--- config.mk ---
export PLATFORM = sky130hd
export DESIGN_NAME = half_store_unit
export DESIGN_NICKNAME = d
export VERILOG_FILES = /design/src/rtl/half_store_pkg.sv /design/src/rtl/half_store_narrow_check.sv /design/src/rtl/half_store_unit.sv
export SDC_FILE = /design/constraint.sdc
export NUM_CORES = 1
export LEC_CHECK = 0
export CAP_MARGIN = 25
export CORE_ASPECT_RATIO = 2
export CORE_MARGIN = 8
export CORE_UTILIZATION = 45
export CTS_CLUSTER_DIAMETER = 30
export DETAILED_ROUTE_END_ITERATION = 12
export PLACE_DENSITY = 0.85
export REMOVE_ABC_BUFFERS = 1
export SLEW_MARGIN = 5
export SYNTH_ARGS = -nofsm -noshare
export SYNTH_HDL_FRONTEND = slang
export SYNTH_SLANG_ARGS = --single-unit
--- constraint.sdc ---
create_clock -name clk -period 2.9 [get_ports clk]
set_clock_uncertainty 0.05 [all_clocks]
set_input_delay 0.435 -clock clk [delete_from_list [all_inputs] [get_ports clk]]
set_output_delay 0.435 -clock clk [all_outputs]
set_load 0.02 [all_outputs]
--- src/rtl/half_store_pkg.sv ---
// Shared types for the halfword store unit: FSM state encoding, size codes
// and the captured-request record.
package half_store_pkg;

    typedef enum logic [1:0] {
        IDLE  = 2'd0,
        WR_LO = 2'd1,
        WR_HI = 2'd2,
        DONE  = 2'd3
    } state_t;

    localparam logic SIZE_HALF = 1'b0;
    localparam logic SIZE_WORD = 1'b1;

    typedef struct packed {
        logic [31:0] data;
        logic        size;
        logic        sign_op;
    } store_req_t;

endpackage

--- src/rtl/half_store_narrow_check.sv ---
// Flags a 32-bit value that does not survive narrowing to 16 bits under
// signed (sign-extension) or unsigned (zero-extension) interpretation.
module narrow_check (
    input  logic [31:0] data,
    input  logic        sign_op,
    output logic        loss
);

    assign loss = sign_op ? (data[31:16] != {16{data[15]}})
                          : (data[31:16] != 16'h0000);

endmodule

--- src/rtl/half_store_unit.sv ---
// Splits a halfword or word store into one or two writes on a 16-bit memory
// port. Define TRUNC_CHECK_EN to flag halfword stores that lose upper bits.
module half_store_unit
    import half_store_pkg::*;
#(
    parameter int ADDR_W = 16
) (
    input  logic              clk,
    input  logic              rst_n,
    input  logic              start,
    input  logic              size,
    input  logic              sign_op,
    input  logic [31:0]       data_in,
    input  logic [ADDR_W-1:0] addr_in,
    input  logic              mem_ready,
    output logic              mem_we,
    output logic [ADDR_W-1:0] mem_addr,
    output logic [15:0]       mem_wdata,
    output logic              busy,
    output logic              done,
    output logic              trunc_err
);

    state_t            state;
    store_req_t        req;
    logic [ADDR_W-1:0] addr_q;

    // Outputs are registered alongside the next state, so every write is
    // presented the cycle the FSM enters its state and holds until accepted.
    always_ff @(posedge clk or negedge rst_n) begin
        if (!rst_n) begin
            state     <= IDLE;
            req       <= '0;
            addr_q    <= '0;
            mem_we    <= 1'b0;
            mem_addr  <= '0;
            mem_wdata <= '0;
            busy      <= 1'b0;
            done      <= 1'b0;
        end else begin
            done <= 1'b0;
            case (state)
                IDLE: begin
                    if (start) begin
                        req       <= '{data: data_in, size: size, sign_op: sign_op};
                        addr_q    <= addr_in;
                        state     <= WR_LO;
                        busy      <= 1'b1;
                        mem_we    <= 1'b1;
                        mem_addr  <= addr_in;
                        mem_wdata <= data_in[15:0];
                    end
                end
                WR_LO: begin
                    if (mem_ready) begin
                        if (req.size == SIZE_WORD) begin
                            state     <= WR_HI;
                            mem_addr  <= addr_q + 1'b1;
                            mem_wdata <= req.data[31:16];
                        end else begin
                            state     <= DONE;
                            done      <= 1'b1;
                            mem_we    <= 1'b0;
                            mem_addr  <= '0;
                            mem_wdata <= '0;
                        end
                    end
                end
                WR_HI: begin
                    if (mem_ready) begin
                        state     <= DONE;
                        done      <= 1'b1;
                        mem_we    <= 1'b0;
                        mem_addr  <= '0;
                        mem_wdata <= '0;
                    end
                end
                DONE: begin
                    state <= IDLE;
                    busy  <= 1'b0;
                end
                default: state <= IDLE;
            endcase
        end
    end

`ifdef TRUNC_CHECK_EN
    logic loss;

    narrow_check u_narrow_check (
        .data    (data_in),
        .sign_op (sign_op),
        .loss    (loss)
    );

    // Evaluated on the raw inputs at acceptance; held until the next start.
    always_ff @(posedge clk or negedge rst_n) begin
        if (!rst_n)
            trunc_err <= 1'b0;
        else if (state == IDLE && start)
            trunc_err <= (size == SIZE_HALF) && loss;
    end
`else
    assign trunc_err = 1'b0;
`endif

endmodule

Word-level counts from Yosys, hierarchy flattened

Index checks and enable logic that the tools add are counted.

Muxes and demuxes: 24
Add/subtract/negate cells: 1
Equality and inequality tests: 7
Reduce and logical (&&, ||, !) cells: 8

Operators with widths:

| kind                                          | number |
|---|---|
| 2-to-1 mux 16 bit                             | 7 |
| case mux 16 bit (3 select lines)              | 2 |
| adder 16 x 1 -> 16 bit, second input constant | 1 |
| 2-to-1 mux 1 bit                              | 8 |
| != test 2 bit, second input constant          | 4 |
| case mux 2 bit (4 select lines)               | 1 |
| 2-to-1 mux 2 bit                              | 3 |
| AND reduction 5 bit                           | 1 |
| == test 2 bit, second input constant          | 2 |
| case mux 1 bit (2 select lines)               | 2 |
| AND reduction 2 bit                           | 2 |
| AND reduction 4 bit                           | 1 |
| case mux 1 bit (3 select lines)               | 1 |
| AND reduction 3 bit                           | 1 |
| nonzero test 3 bit                            | 1 |
| == test 2 x 1 -> 1 bit, second input constant | 1 |
| logical NOT 2 bit                             | 1 |
| nonzero test 2 bit                            | 1 |

Word-level logic and storage cells: 49
Register bits: 86
Output and inout port bits: 36
Input port bits: 54

Logic depth before layout (Yosys ltp)

Depth after elaboration: 4
Mapped depth: 8
Mapped depth without buffers: 6

Least setup slack after synthesis

OpenSTA, ideal clock, no wires.

Path kind: reg2reg
From: register state[0]
To: register mem_addr[6]
Required time: 2.718 ns
Path slack: 1.079 ns
Buffers on the path: 1
Library setup time: 0.132 ns
Clock period less this slack: 1.821 ns
Cell stages (with the launch flop): 8
Arrival time: 1.639 ns
Cell sequence: dfrtp_1 -> inv_1 -> ha_1 -> and3_1 -> clkbuf_1 -> o211a_1 -> a2111oi_0 -> nor2_1

Longest elaborated chain between the ends: 3
Elaborated cells on any way between the ends: 9
Classes of those cells: eq/ne: 5; mux: 1; reduce/logical: 3

RTL lines:

| what                                                          | RTL line              | text |
|---|---|---|
| start: declaration                                            | half_store_unit.sv:24 | `state_t state;` |
| start signal: assignment                                      | half_store_unit.sv:32 | `state <= IDLE;` |
| start signal: assignment                                      | half_store_unit.sv:47 | `state <= WR_LO;` |
| start signal: assignment                                      | half_store_unit.sv:57 | `state <= WR_HI;` |
| == test 2 x 1 -> 1 bit, or another cell as far along          | half_store_unit.sv:42 | `case (state)` |
| != test 2 bit (no line) or nonzero test 3 bit (tied branches) | n/a                   |  |
| AND reduction 4 bit (no line)                                 | n/a                   |  |
| end signal: assignment                                        | half_store_unit.sv:50 | `mem_addr <= addr_in;` |
| end signal: assignment                                        | half_store_unit.sv:58 | `mem_addr <= addr_q + 1'b1;` |
| end: declaration                                              | half_store_unit.sv:17 | `output logic [ADDR_W-1:0] mem_addr,` |

Parallel ways exist; a longest one is shown, timed or not.
A chain may end at the register's enable or synchronous reset.

Worst setup path after layout

From: register state[0]
To: register mem_wdata[8]

Longest elaborated chain between the ends: 3
Elaborated cells on any way between the ends: 9
Classes of those cells: eq/ne: 5; mux: 1; reduce/logical: 3

RTL lines:

| what                                                          | RTL line              | text |
|---|---|---|
| == test 2 x 1 -> 1 bit, or another cell as far along          | half_store_unit.sv:42 |  |
| != test 2 bit (no line) or nonzero test 3 bit (tied branches) | n/a                   |  |
| AND reduction 4 bit (no line)                                 | n/a                   |  |
| end signal: assignment                                        | half_store_unit.sv:51 | `mem_wdata <= data_in[15:0];` |
| end signal: assignment                                        | half_store_unit.sv:59 | `mem_wdata <= req.data[31:16];` |
| end: declaration                                              | half_store_unit.sv:18 | `output logic [15:0] mem_wdata,` |

Parallel ways exist; a longest one is shown, timed or not.

==> metrics <==
status completed; internal power 3.58 mW; Synth top cells by count dfrtp_1 (70), nor2_1 (53), mux2_2 (33); Routed Antenna Nets 0; FF+latch count, synth 70; crit path max fanout 22; Post-Syn Area 3270 um2; Crit Path Category flop to flop; Vias 2714; core box area 7160 um2; chip width 76.3 um; Worst EP arrival 2350 ps; most frequent CP cell inv_1; clock tree sinks 70; gpl congestion 0.788; worst skew pair latency approximately 330 ps; Critical Path End Type flop; DRC violations left 0; RSZ-0062 raised after global routing false; Total GRT Usage approximately 18%; first-pass GRT wire length 14.8 mm; RR Startpoint state[0]$_DFFE_PN0P_; Critical Path Slowest Stage Cell dfrtp_1; DP Area 4240 um2; Ys Warns 0; Rows 44; top post-synthesis cells by area dfrtp_1 (54%), mux2_2 (11%), nor2_1 (6.1%); Hold Crit Class input pin to async pin; Final Cycle Share 76.0%; Setup TNS 0 ps; maxcap violations 0; CP required 3050 ps; delay-heaviest family, CP buffers and inverters; detailed router's first-iteration violation count 323; detailed-route wire length per cell 18.4 um; Hold Buf Count CTS 0; PortBufs 87; Peak VDD IR 0.000764 V; sequential area share after synthesis between 50 and 60%; layout cells sized above 1 17.3%; logic gate share of total power 48.0%; Cells after DPL 464; initial antenna violation count 0; share of the synthesized area in the top cell type between 50% and 60%; die area around 10000 um2; fmax around 450 MHz; Final setup viols 0; CTS tree done; largest net degree at the start of global routing 44; Least-Margin Pin Slew 927 ps; Longest Clk Path Bufs 2; CP bufs+invs 3; Startpoint Class flop; clock power share 19.9%; Congestion Overflow GR 0; FILL cells around 540; fin cells 480; Hold Vio Cnt, Final 0; critical-path cell list inv_1 > ha_1 > inv_1 > buf_4 > a221oi_1 > nor2_1; Seq pwr share 32.2%; synth unique cells 35; Yosys top cell by area dfrtp_1; routed vias/inst 5.65; vias in the first global route 3011; Synth async-reset ratio 100%; sw power 2.36 mW; htree depth 3; Area growth, synth to finish 39.6%; CTS resizes 0; die height 137 um; final WL 8.85 mm; hpwl dp roughly 6.3 mm; io pins 90; power density over cell area 1300 nW/um2; CP Launch Point state[0]$_DFFE_PN0P_; largest stage delay on the critical path 440 ps; Post-synth EDFFs 0; top_reg_cell synth dfrtp_1; worst slack, placed 742 ps; Root Buffer clkbuf_16; Sw Ratio 39.7%; Post-Layout Inst Area 4570 um2; min cycle time layout 2200 ps; n_diodes 0; register clock-pin slew on the reported worst setup and hold paths 60 ps; Cells after Synth just under 300; setup bufs post-CTS 0; P_leak around 1.9 nW; Slew Viols, Final 0; fin nets 444; clock buffer count from CTS 9; post-route setup slack 697 ps; Mapped Avg Cell Area 11.2 um2; DRT Pass-1 Iters 4; Initial Utilization 45.7%; total power approximately 6 mW; most frequent cell after synthesis dfrtp_1; relative slew slack 38.2%
==> placed cells by master (no fill, tap or decap), types with 2 or more instances in the layout <==
cell type,synthesis,final
clkdlybuf4s50_1,0,86
dfrtp_1,70,70
nor2_1,53,53
mux2_2,33,33
a221oi_1,21,21
a21oi_1,12,12
nand2_1,10,10
buf_4,1,10
xnor2_1,9,9
clkbuf_16,0,9
inv_1,8,8
nand3_1,7,7
ha_1,7,7
o22ai_1,6,6
nor3_1,6,6
o21ai_0,5,5
o211a_1,3,3
o211ai_1,3,3
o21a_1,3,3
nor4_2,3,3
clkinvlp_4,0,3
nand4_2,2,2
o31ai_1,2,2
bufinv_16,0,2
==> registers in the layout, indices dropped and copies added, names as in the netlist <==
name	cells
mem_we	1
state	2
mem_addr	16
addr_q	16
mem_wdata	16
done	1
req	17
busy	1
==> power groups by stage <==
stage | sequential [mW] | clock (mW) | combinational [mW]
finish | 1.91 | 1.18 | 2.85
global route | 1.97 | 1.23 | 3.15
CTS | 1.90 | 1.19 | 2.86
detailed placement | 1.91 | 0 | 2.81
global placement | 1.86 | 0 | 2.72
floorplan | 2.12 | 0 | 1.45
==> metrics by stage <==
step	hold slack, ps	util [%]
global placement	430	59.2
finish	198	63.8
CTS	222	63.8
floorplan	89.4	-
detailed placement	432	59.2
global route	266	63.8
==> routing by layer <==
layer,routed length [um],track usage (%),vias up
li1,-,-,1240
met1,3400,18.9,1348
met2,4410,29.2,119
met3,957,8.75,7
met4,83,6.25,0
met5,0,0,-
==> final timing paths <==
| kind | cells past startpoint | slack [ps] | to |
|---|---|---|---|
| max reg2reg | 6 | 700 | mem_wdata[8]$_DFFE_PN0P_ |
| max in group asynchronous | 2 | 1830 | mem_wdata[6]$_DFFE_PN0P_ |
| min reg2reg | 1 | 440 | mem_addr[0]$_DFFE_PN0P_ |
| min | 1 | 200 | mem_addr[2]$_DFFE_PN0P_ |
| max | 6 | 700 | mem_wdata[8]$_DFFE_PN0P_ |
| min in group clk | 1 | 440 | mem_addr[0]$_DFFE_PN0P_ |
==> area by class of cell <==
class                           count  area, um2  share of cell area (%)
Sequential cell                    70       1750                    38.4
Multi-Input combinational cell    197       1400                    30.7
Timing Repair Buffer               97        941                    20.6
Clock buffer                       11        243                    5.32
Tap cell                           92        115                    2.52
Clock inverter                      5       82.6                    1.81
Inverter                            8       30.0                   0.658
==> cells by family after synthesis <==
| group | after synthesis | share of synthesized area [%] |
|---|---|---|
| DFF | 70 | 53.6 |
| xor gates and xnor gates | 10 | 2.68 |
| and+or+nand+nor | 88 | 13.1 |
| muxes | 33 | 11.4 |
| adders and majority gates | 7 | 2.68 |
| AOI/OAI and AO/OA | 58 | 13.0 |
| buffers and inverters | 26 | 3.52 |
| other | 1 | 0.115 |
Note: power is estimated with default switching activity, not from simulation.
